`config.mk`:
```
export PLATFORM = sky130hd
export DESIGN_NAME = alu_issue_ctrl_flat
export DESIGN_NICKNAME = d
export VERILOG_FILES = /design/src/rtl/alu_issue_ctrl_if.sv /design/src/rtl/alu_issue_ctrl.sv /design/src/flat_wrapper.sv
export SDC_FILE = /design/constraint.sdc
export NUM_CORES = 1
export LEC_CHECK = 0
export ABC_CLOCK_PERIOD_IN_PS = 2700
export CAP_MARGIN = 20
export CORE_MARGIN = 3
export CORE_UTILIZATION = 30
export DETAILED_ROUTE_END_ITERATION = 10
export HOLD_SLACK_MARGIN = 0.05
export PLACE_DENSITY_LB_ADDON = 0.3
export SETUP_SLACK_MARGIN = 0.05
export SYNTH_ARGS = -nofsm -noshare
export SYNTH_HDL_FRONTEND = slang
export SYNTH_SLANG_ARGS = --single-unit
```
`constraint.sdc`:
```
create_clock -name clk -period 2.7 [get_ports clk]
set_clock_uncertainty 0.1 [all_clocks]
set_input_delay 0.54 -clock clk [delete_from_list [all_inputs] [get_ports clk]]
set_output_delay 0.54 -clock clk [all_outputs]
set_load 0.02 [all_outputs]
```
`src/rtl/alu_issue_ctrl_if.sv`:
```
`default_nettype none
// +--------------------------------------------------------------------------+
// | alu_issue_ctrl_if : command/result handshake bundle for alu_issue_ctrl   |
// | Revision 1.0                                                             |
// +--------------------------------------------------------------------------+
interface alu_issue_ctrl_if #(
  parameter int WIDTH = 8
) ();
  logic             cmd_valid;
  logic             cmd_ready;
  logic [3:0]       cmd_sel;
  logic [WIDTH-1:0] cmd_a;
  logic [WIDTH-1:0] cmd_b;
  logic             cmd_chain;
  logic             res_valid;
  logic             res_ready;
  logic [WIDTH-1:0] res_data;
  logic             res_carry;

  modport master (
    output cmd_valid, cmd_sel, cmd_a, cmd_b, cmd_chain, res_ready,
    input  cmd_ready, res_valid, res_data, res_carry
  );

  modport slave (
    input  cmd_valid, cmd_sel, cmd_a, cmd_b, cmd_chain, res_ready,
    output cmd_ready, res_valid, res_data, res_carry
  );
endinterface
`default_nettype wire

```
`src/rtl/alu_issue_ctrl.sv`:
```
`default_nettype none
// +--------------------------------------------------------------------------+
// | alu_issue_ctrl : registered issue/capture front-end for the 8-bit ALU    |
// | Revision 1.0   | optional carry-sticky flag: ALU_ISSUE_STICKY_EN          |
// +--------------------------------------------------------------------------+
module alu_issue_ctrl #(
  parameter int WIDTH         = 8,
  parameter int SETTLE_CYCLES = 1,
  parameter int CNT_WIDTH     = 16
) (
  input  logic                 clk,
  input  logic                 rst,
  alu_issue_ctrl_if.slave      bus,
  output logic [WIDTH-1:0]     alu_a,
  output logic [WIDTH-1:0]     alu_b,
  output logic [3:0]           alu_sel,
  input  logic [WIDTH-1:0]     alu_out,
  input  logic                 alu_carry,
  output logic [CNT_WIDTH-1:0] op_count
`ifdef ALU_ISSUE_STICKY_EN
  ,
  input  logic                 sticky_clr,
  output logic                 carry_sticky
`endif
);

  localparam logic [3:0] c_SETTLE_LOAD = 4'(SETTLE_CYCLES - 1);

  typedef enum logic [1:0] {
    IDLE  = 2'd0,
    DRIVE = 2'd1,
    RESP  = 2'd2
  } state_t;

  state_t               r_state;
  logic [3:0]           r_cnt;
  logic                 r_cmd_ready;
  logic                 r_res_valid;
  logic [WIDTH-1:0]     r_res_data;
  logic                 r_res_carry;
  logic [WIDTH-1:0]     r_acc;
  logic [WIDTH-1:0]     r_alu_a;
  logic [WIDTH-1:0]     r_alu_b;
  logic [3:0]           r_alu_sel;
  logic [CNT_WIDTH-1:0] r_op_count;
  logic                 w_capture;

  assign w_capture = (r_state == DRIVE) && (r_cnt == 4'd0);

  always_ff @(posedge clk) begin
    if (rst) begin
      r_state     <= IDLE;
      r_cnt       <= 4'd0;
      r_cmd_ready <= 1'b1;
      r_res_valid <= 1'b0;
      r_res_data  <= '0;
      r_res_carry <= 1'b0;
      r_acc       <= '0;
      r_alu_a     <= '0;
      r_alu_b     <= '0;
      r_alu_sel   <= 4'd0;
      r_op_count  <= '0;
    end else begin
      case (r_state)
        IDLE: begin
          if (bus.cmd_valid && r_cmd_ready) begin
            r_alu_sel   <= bus.cmd_sel;
            r_alu_b     <= bus.cmd_b;
            r_alu_a     <= bus.cmd_chain ? r_acc : bus.cmd_a;
            r_cnt       <= c_SETTLE_LOAD;
            r_cmd_ready <= 1'b0;
            r_state     <= DRIVE;
          end
        end
        DRIVE: begin
          if (w_capture) begin
            r_res_data  <= alu_out;
            r_res_carry <= alu_carry;
            r_acc       <= alu_out;
            r_res_valid <= 1'b1;
            r_state     <= RESP;
          end else begin
            r_cnt <= r_cnt - 4'd1;
          end
        end
        RESP: begin
          if (bus.res_ready) begin
            r_res_valid <= 1'b0;
            r_op_count  <= r_op_count + 1'b1;
            r_cmd_ready <= 1'b1;
            r_state     <= IDLE;
          end
        end
        default: begin
          r_state     <= IDLE;
          r_cmd_ready <= 1'b1;
          r_res_valid <= 1'b0;
        end
      endcase
    end
  end

`ifdef ALU_ISSUE_STICKY_EN
  logic r_carry_sticky;

  // A carry capture outranks a simultaneous clear.
  always_ff @(posedge clk) begin
    if (rst) begin
      r_carry_sticky <= 1'b0;
    end else if (w_capture && alu_carry) begin
      r_carry_sticky <= 1'b1;
    end else if (sticky_clr) begin
      r_carry_sticky <= 1'b0;
    end
  end

  assign carry_sticky = r_carry_sticky;
`endif

  assign bus.cmd_ready = r_cmd_ready;
  assign bus.res_valid = r_res_valid;
  assign bus.res_data  = r_res_data;
  assign bus.res_carry = r_res_carry;
  assign alu_a         = r_alu_a;
  assign alu_b         = r_alu_b;
  assign alu_sel       = r_alu_sel;
  assign op_count      = r_op_count;

endmodule
`default_nettype wire

```
`src/flat_wrapper.sv`:
```
// flat-port wrapper written by rule: the top's interface ports become plain ports
module alu_issue_ctrl_flat 
#(
  parameter int WIDTH         = 8,
  parameter int SETTLE_CYCLES = 1,
  parameter int CNT_WIDTH     = 16
)
  (clk, rst, alu_a, alu_b, alu_sel, alu_out, alu_carry, op_count, bus_cmd_valid, bus_cmd_sel, bus_cmd_a, bus_cmd_b, bus_cmd_chain, bus_res_ready, bus_cmd_ready, bus_res_valid, bus_res_data, bus_res_carry);
  alu_issue_ctrl_if #(.WIDTH(WIDTH)) bus_i ();
  input  logic clk;
  input  logic rst;
  output logic [WIDTH-1:0] alu_a;
  output logic [WIDTH-1:0] alu_b;
  output logic [3:0] alu_sel;
  input  logic [WIDTH-1:0] alu_out;
  input  logic alu_carry;
  output logic [CNT_WIDTH-1:0] op_count;
  input wire logic [$bits(bus_i.cmd_valid)-1:0] bus_cmd_valid;
  input wire logic [$bits(bus_i.cmd_sel)-1:0] bus_cmd_sel;
  input wire logic [$bits(bus_i.cmd_a)-1:0] bus_cmd_a;
  input wire logic [$bits(bus_i.cmd_b)-1:0] bus_cmd_b;
  input wire logic [$bits(bus_i.cmd_chain)-1:0] bus_cmd_chain;
  input wire logic [$bits(bus_i.res_ready)-1:0] bus_res_ready;
  output wire logic [$bits(bus_i.cmd_ready)-1:0] bus_cmd_ready;
  output wire logic [$bits(bus_i.res_valid)-1:0] bus_res_valid;
  output wire logic [$bits(bus_i.res_data)-1:0] bus_res_data;
  output wire logic [$bits(bus_i.res_carry)-1:0] bus_res_carry;
  assign bus_i.cmd_valid = bus_cmd_valid;
  assign bus_i.cmd_sel = bus_cmd_sel;
  assign bus_i.cmd_a = bus_cmd_a;
  assign bus_i.cmd_b = bus_cmd_b;
  assign bus_i.cmd_chain = bus_cmd_chain;
  assign bus_i.res_ready = bus_res_ready;
  assign bus_cmd_ready = bus_i.cmd_ready;
  assign bus_res_valid = bus_i.res_valid;
  assign bus_res_data = bus_i.res_data;
  assign bus_res_carry = bus_i.res_carry;
  alu_issue_ctrl #(.WIDTH(WIDTH), .SETTLE_CYCLES(SETTLE_CYCLES), .CNT_WIDTH(CNT_WIDTH)) u_core (.clk(clk), .rst(rst), .bus(bus_i), .alu_a(alu_a), .alu_b(alu_b), .alu_sel(alu_sel), .alu_out(alu_out), .alu_carry(alu_carry), .op_count(op_count));
endmodule
```
# --- Word-level counts from Yosys, hierarchy flattened ---
# Index checks and enable logic that the tools add are counted.
classes:
  order_cmp: 0
  n_reduce_logical: 12
  div_mod_pow: 0
  add_sub_neg: 2
  n_eq_ne: 6
  n_bitwise: 2
  mul: 0
  n_shift: 0
  mux: 14
op_table:
  columns: ["op", "count"]
  rows:
  - ["16-bit by 1-bit adder with 16-bit output, second input constant", 1]
  - ["3-bit AND reduction", 4]
  - ["4-bit two-way mux", 2]
  - ["8-bit two-way mux", 1]
  - ["4-bit case mux with 2 select lines", 1]
  - ["2-bit two-way mux", 3]
  - ["1-bit case mux with 3 select lines", 2]
  - ["2-bit case mux with 3 select lines", 1]
  - ["2-bit AND reduction", 3]
  - ["4-bit zero test", 1]
  - ["1-bit two-way mux", 4]
  - ["2-bit by 1-bit inequality test with 1-bit output, second input constant", 2]
  - ["2-bit inequality test, second input constant", 2]
  - ["4-bit by 1-bit subtractor with 4-bit output, second input constant", 1]
  - ["2-bit by 1-bit equality test with 1-bit output, second input constant", 1]
  - ["2-bit equality test, second input constant", 1]
  - ["1-bit logical AND", 2]
  - ["2-bit zero test", 1]
  - ["1-bit NOT", 2]
  - ["2-bit nonzero test", 1]
word_totals:
  in_bits: 34
  rom_bits: 0
  ramBits: 0
  reg_bits: 53
  elab_cells: 46
  n_memories: 0
  latchBits: 0

# --- Logic depth before layout (Yosys ltp) ---
# Gate-level depths: netlist of the first run.
depth:
  ltp_word: 4
  depth_mapped: 7
  ltp_nobuf: 6

# --- Worst setup path after synthesis of the first run ---
# OpenSTA, ideal clock, no wires.
synth_path:
  path_type: "reg-to-reg"
  from: "register u_core.r_op_count[0], in the netlist u_core.op_count[0]"
  to: "register u_core.r_op_count[14], in the netlist u_core.op_count[14]"
  arrival_time_ps: 1729
  stages_incl_launch_ff: 6
  n_path_buf: 0
  setup_ps: 70
  period_less_slack_ps: 1900
  path_slack_ps: 800
  required_time_ps: 2530
  path_cell_list: "dfxtp_1 > ha_1 > nand4b_4 > or3_4 > or3_1 > a21oi_1"
synth_between:
  elab_chain_cells: 1
synth_rtl:
  columns: ["element", "line_no", "text"]
  rows:
  - ["start: declaration", "alu_issue_ctrl.sv:45", "logic [CNT_WIDTH-1:0] r_op_count;"]
  - ["start signal: assignment", "alu_issue_ctrl.sv:89", "r_op_count <= r_op_count + 1'b1;"]
  - ["16-bit by 1-bit adder with 16-bit output", "alu_issue_ctrl.sv:89", null]
# No other way between the ends.
# A chain may end at the register's enable or synchronous reset.

# --- Worst setup path in the final report of the first run ---
layout_path:
  from: "input port bus_res_ready"
  to: "register u_core.r_op_count[14], in the netlist u_core.op_count[14]"
layout_between:
  elab_chain_cells: 1
layout_rtl:
  columns: ["element", "line_no", "text"]
  rows:
  - ["start: declaration", "flat_wrapper.sv:23", "input wire logic [$bits(bus_i.res_ready)-1:0] bus_res_ready;"]
  - ["2-bit AND reduction (no source line)", null, null]
# No other way between the ends.

==> results of run 1 <==
stage by stage:
stage	util	cell area, um^2
3_5_place_dp	0.449	3130
3_3_place_gp	0.449	3130
5_1_grt	0.466	3250
6_report	0.466	3250
4_1_cts	0.466	3250
2_1_floorplan	-	2230
worst paths after layout:
kind	to	from	cells past startpoint	slack, ns
worst min-delay path	u_core.alu_b[3]$_SDFFE_PP0P_	u_core.alu_b[3]$_SDFFE_PP0P_	2	0.36
worst min register to register	u_core.alu_b[3]$_SDFFE_PP0P_	u_core.alu_b[3]$_SDFFE_PP0P_	2	0.36
worst max register to register	u_core.r_acc[2]$_SDFFE_PP0P_	u_core.r_cnt[0]$_SDFFE_PP0P_	7	0.77
worst max-delay path	u_core.op_count[14]$_SDFFE_PP0P_	bus_res_ready	5	0.65
cell usage in the layout, fill, tap and decap left out, drive strengths merged, types with 3 or more instances in the layout:
cell type / netlist / layout
ha: 3 / 3
xnor2: 8 / 8
nand2: 40 / 40
mux2: 3 / 3
nor3: 5 / 5
clkbuf: 11 / 7
a211oi: 8 / 8
nor2: 28 / 28
inv: 5 / 5
nor2b: 3 / 3
dfxtp: 53 / 53
buf: 5 / 7
o21ai: 3 / 3
a21oi: 28 / 28
nand3: 17 / 17
clkdlybuf4s50: 0 / 79
nor4: 3 / 3
mux2i: 10 / 10
or3: 6 / 6
Yosys cell counts (all sizes together) (2+ instances only):
| library cell | instances | area [um^2] |
|---|---|---|
| a21oi | 28 | 140 |
| nand3 | 17 | 85.1 |
| xnor2 | 8 | 70.1 |
| nor2 | 28 | 105 |
| xor2 | 2 | 17.5 |
| dfxtp | 53 | 1060 |
| nand2b | 2 | 12.5 |
| or3 | 6 | 42.5 |
| ha | 3 | 37.5 |
| buf | 5 | 32.5 |
| nand4 | 2 | 12.5 |
| o21ai | 3 | 15.0 |
| mux2i | 10 | 100 |
| nor2b | 3 | 18.8 |
| inv | 5 | 18.8 |
| nor4 | 3 | 18.8 |
| mux2 | 3 | 33.8 |
| a211oi | 8 | 60.1 |
| clkbuf | 11 | 41.3 |
| nand2 | 40 | 150 |
| nor3 | 5 | 25.0 |
power by group:
| group | switching [W] | internal (W) | total, W | leakage [nW] |
|---|---|---|---|---|
| sequential | 0.0000319 | 0.000826 | 0.000858 | 0.431 |
| clock | 0.000245 | 0.000303 | 0.000547 | 0.0585 |
| combinational | 0.000168 | 0.000170 | 0.000338 | 0.652 |
layer usage:
metal | share of wire | wire [um]
met5 | 0 | 0
met4 | 0 | 0
met3 | 0.057 | 307
met2 | 0.46 | 2480
met1 | 0.48 | 2630
registers in the layout, indices dropped and copies added, names as in the netlist:
name / cells
u_core.bus.res_carry: 1
u_core.bus.cmd_ready: 1
u_core.alu_b: 8
u_core.r_cnt: 4
u_core.r_acc: 8
u_core.r_state: 2
u_core.op_count: 16
u_core.alu_a: 8
u_core.alu_sel: 4
u_core.bus.res_valid: 1
worst reg2reg max path, stage by stage (launching register included):
cell,delay (ns)
dfxtp_1,0.31
inv_1,0.11
ha_1,0.15
nor3b_2,0.44
buf_4,0.26
nand2_1,0.24
nand2_1,0.15
a21oi_1,0.07
layout make-up:
class | instances | area, um^2
flip-flops and latches | 53 | 1060
clock inverters | 1 | 30.0
fillers | 725 | 3730
inverters | 5 | 18.8
well taps | 96 | 120
repair buffers | 86 | 841
clock buffers | 7 | 86.3
multi-input cells | 185 | 1090
logic make-up (layout without fill, tap and decap cells):
logic type | count (synthesis) | count (layout)
AND/OR/NAND/NOR | 116 | 116
flip-flops | 53 | 53
AO/OA/AOI/OAI | 43 | 43
buffers and inverters | 21 | 99
multiplexers | 13 | 13
XOR/XNOR | 10 | 10
adder cells (fa/ha/maj) | 3 | 3
==> out/qor.yml, run 1 <==
run_status: "completed"
wl_per_cell_um: 12.5
critPathBufInv: 1
setup_viol: 0
syn_area_um2: 2230
cpMaxStageDelayCell: "clkdlybuf4s50_1"
cts_setup_buffers: 0
holdWs_ns: 0.357
io_buffers: 80
gr-usage-met1: 0.169
grt_pass1_wl_um: 9090
cellPowerDensity_nw_per_um2: 536
ctsHoldBuffers: 0
grtUsageMet2: 0.213
cts_sinks: 53
dp.cells: 425
slew_headroom: 0.653
tns_ns: 0
stdcell_count: 433
synth_compound_area_frac: 0.111
ys_dominant_reg_cell: "dfxtp_1"
h-tree-depth: 2
cap_violations: 0
critPathMaxFanout: 7
fmax_mhz: 487
startpoint_type: "input pin"
yosysUniqueCellTypes: 39
tightest_slew_ns: 0.519
die_w_um: 92.2
synth_top_family_by_area: "simple AND/OR/NAND/NOR gates"
synthAdderAreaFrac: 0.0169
drcViolationCount: 0
ys.warnings.count: 0
start_util: 0.319
max_stage_delay_ns: 0.57
gp_routability_congestion: 0.734
critPathCaptureType: "flip-flop"
worst_slack_ns: 0.645
critPathKind: "input pin to flip-flop"
wl_um: 5420
pin_count: 81
clk_path_buf_depth: 2
final_nets: 373
n_antenna_cell: 0
clk_pin_slew_ns: 0.09
grt_overflow: 0
synth-simple-area-share: 0.255
synth_cells: 259
hold_viol: 0
hpwlAfterDp_um: 3980
gr-usage-all-layers: 0.128
grt_most_used_layer: "met2"
syn_nets: 296
async_flop_share: 0
syn_avg_cell_area_um2: 8.60
synthToLayoutAreaGrowth_pct: 46.0
rsz0062_at_grt: "no"
arrival_ns: 2.19
tritoncts: "yes"
ant_nets: 0
cts-root-buf: "clkbuf_8"
ys_seq_area_frac: 0.476
dieHeight_um: 92.2
synthMuxAreaShare: 0.0601
pre_cts_ws_ns: 0.322
grt_pass1_vias: 1943
clkLatencyLatePin_ns: 0.29
gr-usage-met3: 0.0336
cts_resized: 0
peakVddDrop_uv: 216
hold_class: "flip-flop to flip-flop"
grt_max_degree: 31
period_minus_slack_ns: 2.05
antenna_found_initial: 0
dieArea_um2: 8490
total_power_w: 0.00174
cp_top_family: "simple AND/OR/NAND/NOR gates"
path_cells: "clkdlybuf4s50_1 -> nand4b_4 -> or3_4 -> or3_1 -> a21oi_1"
first_pass_iters: 4
slew_violations: 0
num_rows: 30
drt_iter0_markers: 65
vias: 1994
drive_above_1_share: 0.0623
final.period_utilization: 0.761
p_leak_nw: 1.14
synth_seq_cells: 53
cts_buffers: 5
required_ns: 2.83
synth-xor-area-share: 0.0393
synth-edff-count: 0
routed_via_density: 4.61
core_area_um2: 6980
Note: power is estimated with default switching activity, not from simulation.
==> inputs of run 2 (changes only) <==
--- a/config.mk
+++ b/config.mk
@@ -5,7 +5,7 @@
 export SDC_FILE = /design/constraint.sdc
 export NUM_CORES = 1
 export LEC_CHECK = 0
-export ABC_CLOCK_PERIOD_IN_PS = 2700
+export ABC_CLOCK_PERIOD_IN_PS = 2100
 export CAP_MARGIN = 20
 export CORE_MARGIN = 3
 export CORE_UTILIZATION = 30
==> constraint.sdc (replaced) <==
create_clock -name clk -period 2.1 [get_ports clk]
set_clock_uncertainty 0.1 [all_clocks]
set_input_delay 0.42 -clock clk [delete_from_list [all_inputs] [get_ports clk]]
set_output_delay 0.42 -clock clk [all_outputs]
set_load 0.02 [all_outputs]
==> out/qor.yml, run 2 (same netlist as run 1, synthesis figures left out) <==
die_w_um: 92.2
cts-root-buf: "clkbuf_8"
vias: 2022
final_cell_mix: "clkdlybuf4s50_1, dfxtp_1, nand2_1"
drcViolationCount: 0
slew_headroom: 0.663
pwr-share-seq: 0.495
drt_iter0_markers: 68
num_rows: 30
n_antenna_cell: 0
final.period_utilization: 0.913
clkLatencyLatePin_ns: 0.30
critPathBufInv: 1
gr-usage-all-layers: 0.131
arrival_ns: 1.40
grt_pass1_wl_um: 9250
critPathCaptureType: "output pin"
netSwitchingFraction: 0.259
grt_overflow: 0
synthToLayoutAreaGrowth_pct: 48.3
cpMaxStageDelayCell: "clkdlybuf4s50_1"
hold_class: "flip-flop to flip-flop"
pin_count: 81
setup_viol: 0
largest_reg_flops: 16
hold_viol: 0
run_status: "completed"
routed_via_density: 4.62
io_buffers: 80
first_pass_iters: 4
final_nets: 378
dieHeight_um: 92.2
clkPwrFrac: 0.304
peakVddDrop_uv: 294
wl_per_cell_um: 12.3
gp_routability_congestion: 0.760
combPwrFrac: 0.201
ant_nets: 0
max_stage_delay_ns: 0.65
period_minus_slack_ns: 1.92
cellPowerDensity_nw_per_um2: 674
fmax_mhz: 522
clk_pin_slew_ns: 0.09
p_leak_nw: 1.17
required_ns: 1.58
p_switching_w: 0.000575
wl_um: 5400
critPathKind: "flip-flop to output pin"
place_area_um2: 3180
cap_violations: 0
cp_top_family: "buffers and inverters"
grt_pass1_vias: 1961
cts_sinks: 53
startpoint_type: "flip-flop"
holdWs_ns: 0.356
path_cells: "clkdlybuf4s50_1"
hpwlAfterDp_um: 3980
slew_violations: 0
layout_commonest_cell: "clkdlybuf4s50_1"
grt_max_degree: 30
core_area_um2: 6980
total_power_w: 0.00222
tns_ns: 0
antenna_found_initial: 0
ctsHoldBuffers: 0
p_int_w: 0.00165
h-tree-depth: 2
rsz0062_at_grt: "no"
start_util: 0.319
critPathMaxFanout: 7
finalInstanceArea_um2: 3300
clk_path_buf_depth: 2
cts_buffers: 5
drive_above_1_share: 0.0760
tightest_slew_ns: 0.503
dieArea_um2: 8490
tritoncts: "yes"
## run 2: changes by cell type in the layout (fill, tap and decap cells not counted), sizes merged
cell    delta
buf        +5
clkbuf     -1
clkinv     +1
## run 2: cell type report
cell class | instances | area (um^2)
Multi-Input combinational cell | 185 | 1100
Clock buffer | 6 | 72.6
Clock inverter | 2 | 38.8
Timing Repair Buffer | 91 | 891
Sequential cell | 53 | 1060
Tap cell | 96 | 120
Inverter | 5 | 18.8
Fill cell | 702 | 3680
## run 2: timing repair
| item | CTS | global route |
|---|---|---|
| setup buffers | 0 | 0 |
| hold endpoints to repair | 0 | 0 |
| endpoints found under the setup margin | 0 | 9 |
| gates resized for setup | 0 | 1 |
## run 2: path summary, 6_finish.rpt
path	start	slack (ns)	depth (start not counted)	end
max	u_core.op_count[4]$_SDFFE_PP0P_	0.18	1	op_count[4]
max reg2reg	u_core.op_count[4]$_SDFFE_PP0P_	0.32	4	u_core.op_count[14]$_SDFFE_PP0P_
min reg2reg	u_core.alu_b[5]$_SDFFE_PP0P_	0.36	2	u_core.alu_b[5]$_SDFFE_PP0P_
min	u_core.alu_b[5]$_SDFFE_PP0P_	0.36	2	u_core.alu_b[5]$_SDFFE_PP0P_
## run 2: power groups by stage
stage	sequential, W	clock, W	combinational [W]
2_1_floorplan	0.00118	0	0.000175
3_3_place_gp	0.00112	0	0.000449
3_5_place_dp	0.00113	0	0.000451
4_1_cts	0.00110	0.000706	0.000452
5_1_grt	0.00111	0.000747	0.000486
6_report	0.00110	0.000675	0.000447
## run 2: metal layers
metal  wire [um]  up-vias  track usage
met1        2630      911        0.179
met2        2510       54        0.212
met3         244        2       0.0320
met4          17        0       0.0235
met5           0        -            0
li1            -     1055            -
## run 2: per-stage QoR
step,util,instances,setup WS [ns]
CTS,0.472,438,0.168
finish,0.473,438,0.183
global placement,0.456,430,-0.0390
detailed placement,0.456,430,-0.0572
floorplan,-,259,0.200
global route,0.473,438,0.106
==> inputs of run 3 (changes only) <==
--- a/config.mk
+++ b/config.mk
@@ -12,6 +12,7 @@
 export DETAILED_ROUTE_END_ITERATION = 10
 export HOLD_SLACK_MARGIN = 0.05
 export PLACE_DENSITY_LB_ADDON = 0.3
+export REMOVE_ABC_BUFFERS = 1
 export SETUP_SLACK_MARGIN = 0.05
 export SYNTH_ARGS = -nofsm -noshare
 export SYNTH_HDL_FRONTEND = slang
==> out/qor.yml, run 3 (same netlist as run 1, synthesis figures left out) <==
layout_commonest_cell: "clkdlybuf4s50_1"
die_w_um: 92.2
cts_resized: 0
cts_buffers: 5
cts_sinks: 53
num_rows: 30
clkLatencyLatePin_ns: 0.30
run_status: "completed"
r2r-start: "u_core.r_state[1]$_SDFFE_PP0P_"
hold_class: "flip-flop to flip-flop"
pin_count: 81
p_switching_w: 0.000603
required_ns: 1.58
grt_pass1_vias: 1977
critPathBufInv: 1
drcViolationCount: 0
startpoint: "u_core.op_count[4]$_SDFFE_PP0P_"
final_nets: 378
arrival_ns: 1.39
antenna_found_initial: 0
cts-root-buf: "clkbuf_8"
ant_nets: 0
startpoint_type: "flip-flop"
wl_um: 5630
rrSetupSlack_ns: 0.28
p_leak_nw: 1.15
n_antenna_cell: 0
vias: 2017
p_int_w: 0.00153
r2r-end: "u_core.op_count[14]$_SDFFE_PP0P_"
cpMaxStageDelayCell: "clkdlybuf4s50_1"
ctsHoldBuffers: 0
max_stage_delay_ns: 0.65
netSwitchingFraction: 0.283
clk_pin_slew_ns: 0.10
multi_input_area_um2: 1090
start_util: 0.319
fin_util: 0.469
cp_top_family: "buffers and inverters"
io_buffers: 80
hpwlAfterDp_um: 4090
wl_per_cell_um: 12.9
path_cells: "clkdlybuf4s50_1"
pwr-share-seq: 0.518
critPathCapture: "op_count[4]"
cap_violations: 0
grt_overflow: 0
clkPwrFrac: 0.273
critPathMaxFanout: 7
slew_violations: 0
r2r_cells: 4
grt_pass1_wl_um: 9350
critPathCaptureType: "output pin"
h-tree-depth: 2
setup_viol: 0
gr-usage-all-layers: 0.134
first_pass_iters: 4
cts_setup_buffers: 0
drive_above_1_share: 0.0789
largest_reg_flops: 16
n_fill_cell: 714
rsz0062_at_grt: "no"
routed_via_density: 4.61
dieHeight_um: 92.2
grt_max_degree: 30
synthToLayoutAreaGrowth_pct: 47.0
final.period_utilization: 0.910
peakVddDrop_uv: 365
final_cell_mix: "clkdlybuf4s50_1, dfxtp_1, nand2_1"
cp_num_cells: 1
dieArea_um2: 8490
tightest_slew_ns: 0.470
drt_iter0_markers: 55
period_minus_slack_ns: 1.91
holdWs_ns: 0.359
tritoncts: "yes"
hold_viol: 0
clk_path_buf_depth: 2
gp_routability_congestion: 0.818
fmax_mhz: 523
slew_headroom: 0.685
cellPowerDensity_nw_per_um2: 650
combPwrFrac: 0.209
regArea_um2: 1060
critPathKind: "flip-flop to output pin"
core_area_um2: 6980
[run 3: power by group through the flow]
stage	Sequential (W)	Combinational (W)	Clock (W)
after global routing	0.00111	0.000484	0.000643
after floorplan	0.00118	0.000141	0
after detailed placement	0.00113	0.000450	0
after CTS	0.00110	0.000452	0.000609
final	0.00110	0.000445	0.000581
after global placement	0.00113	0.000447	0
[run 3: cell type report]
class | instances | share of cell area
inverter | 5 | 0.00573
multi-input combinational | 185 | 0.334
clock inverter | 3 | 0.00650
tap | 96 | 0.0367
timing repair buffer | 91 | 0.272
clock buffer | 5 | 0.0210
sequential | 53 | 0.324
[run 3: how the worst min path moves through the flow]
stage,startpoint,to,slack [ns],cells past startpoint
after global routing,u_core.alu_b[6]$_SDFFE_PP0P_,u_core.alu_b[6]$_SDFFE_PP0P_,0.38,2
after detailed placement,u_core.alu_b[6]$_SDFFE_PP0P_,u_core.alu_b[6]$_SDFFE_PP0P_,0.35,2
after global placement,u_core.bus.res_carry$_SDFFE_PP0P_,u_core.bus.res_carry$_SDFFE_PP0P_,0.34,2
final,u_core.bus.res_carry$_SDFFE_PP0P_,u_core.bus.res_carry$_SDFFE_PP0P_,0.36,2
after floorplan,u_core.r_cnt[3]$_SDFFE_PP0P_,u_core.r_cnt[3]$_SDFFE_PP0P_,0.35,2
after CTS,u_core.alu_b[6]$_SDFFE_PP0P_,u_core.alu_b[6]$_SDFFE_PP0P_,0.36,2
[run 3: stage by stage]
| step | total power (W) | instance area (um^2) | worst slack (ns) | setup TNS, ns | std cells |
|---|---|---|---|---|---|
| CTS | 0.00217 | 3270 | 0.181 | 0 | 438 |
| detailed placement | 0.00158 | 3180 | -0.0620 | -0.0620 | 430 |
| global placement | 0.00157 | 3180 | -0.0222 | -0.0222 | 430 |
| finish | 0.00213 | 3270 | 0.189 | 0 | 438 |
| floorplan | 0.00132 | 2150 | -0.999 | -20.73 | 243 |
| global route | 0.00224 | 3270 | 0.0598 | 0 | 438 |
[run 3: layer usage]
metal | GRT usage | wire, um | share of wire | vias to the layer above
li1 | - | - | - | 1047
met1 | 0.172 | 2700 | 0.48 | 909
met2 | 0.220 | 2560 | 0.45 | 57
met3 | 0.0402 | 324 | 0.058 | 4
met4 | 0.0359 | 46 | 0.0082 | 0
met5 | 0 | 0 | 0 | -
[run 3: worst register-to-register path, cell delays in order (launching register included)]
cell and delay [ns]:
dfxtp_1 0.62, nand4b_4 0.14, or3_4 0.40, or3_1 0.35
a21oi_1 0.15
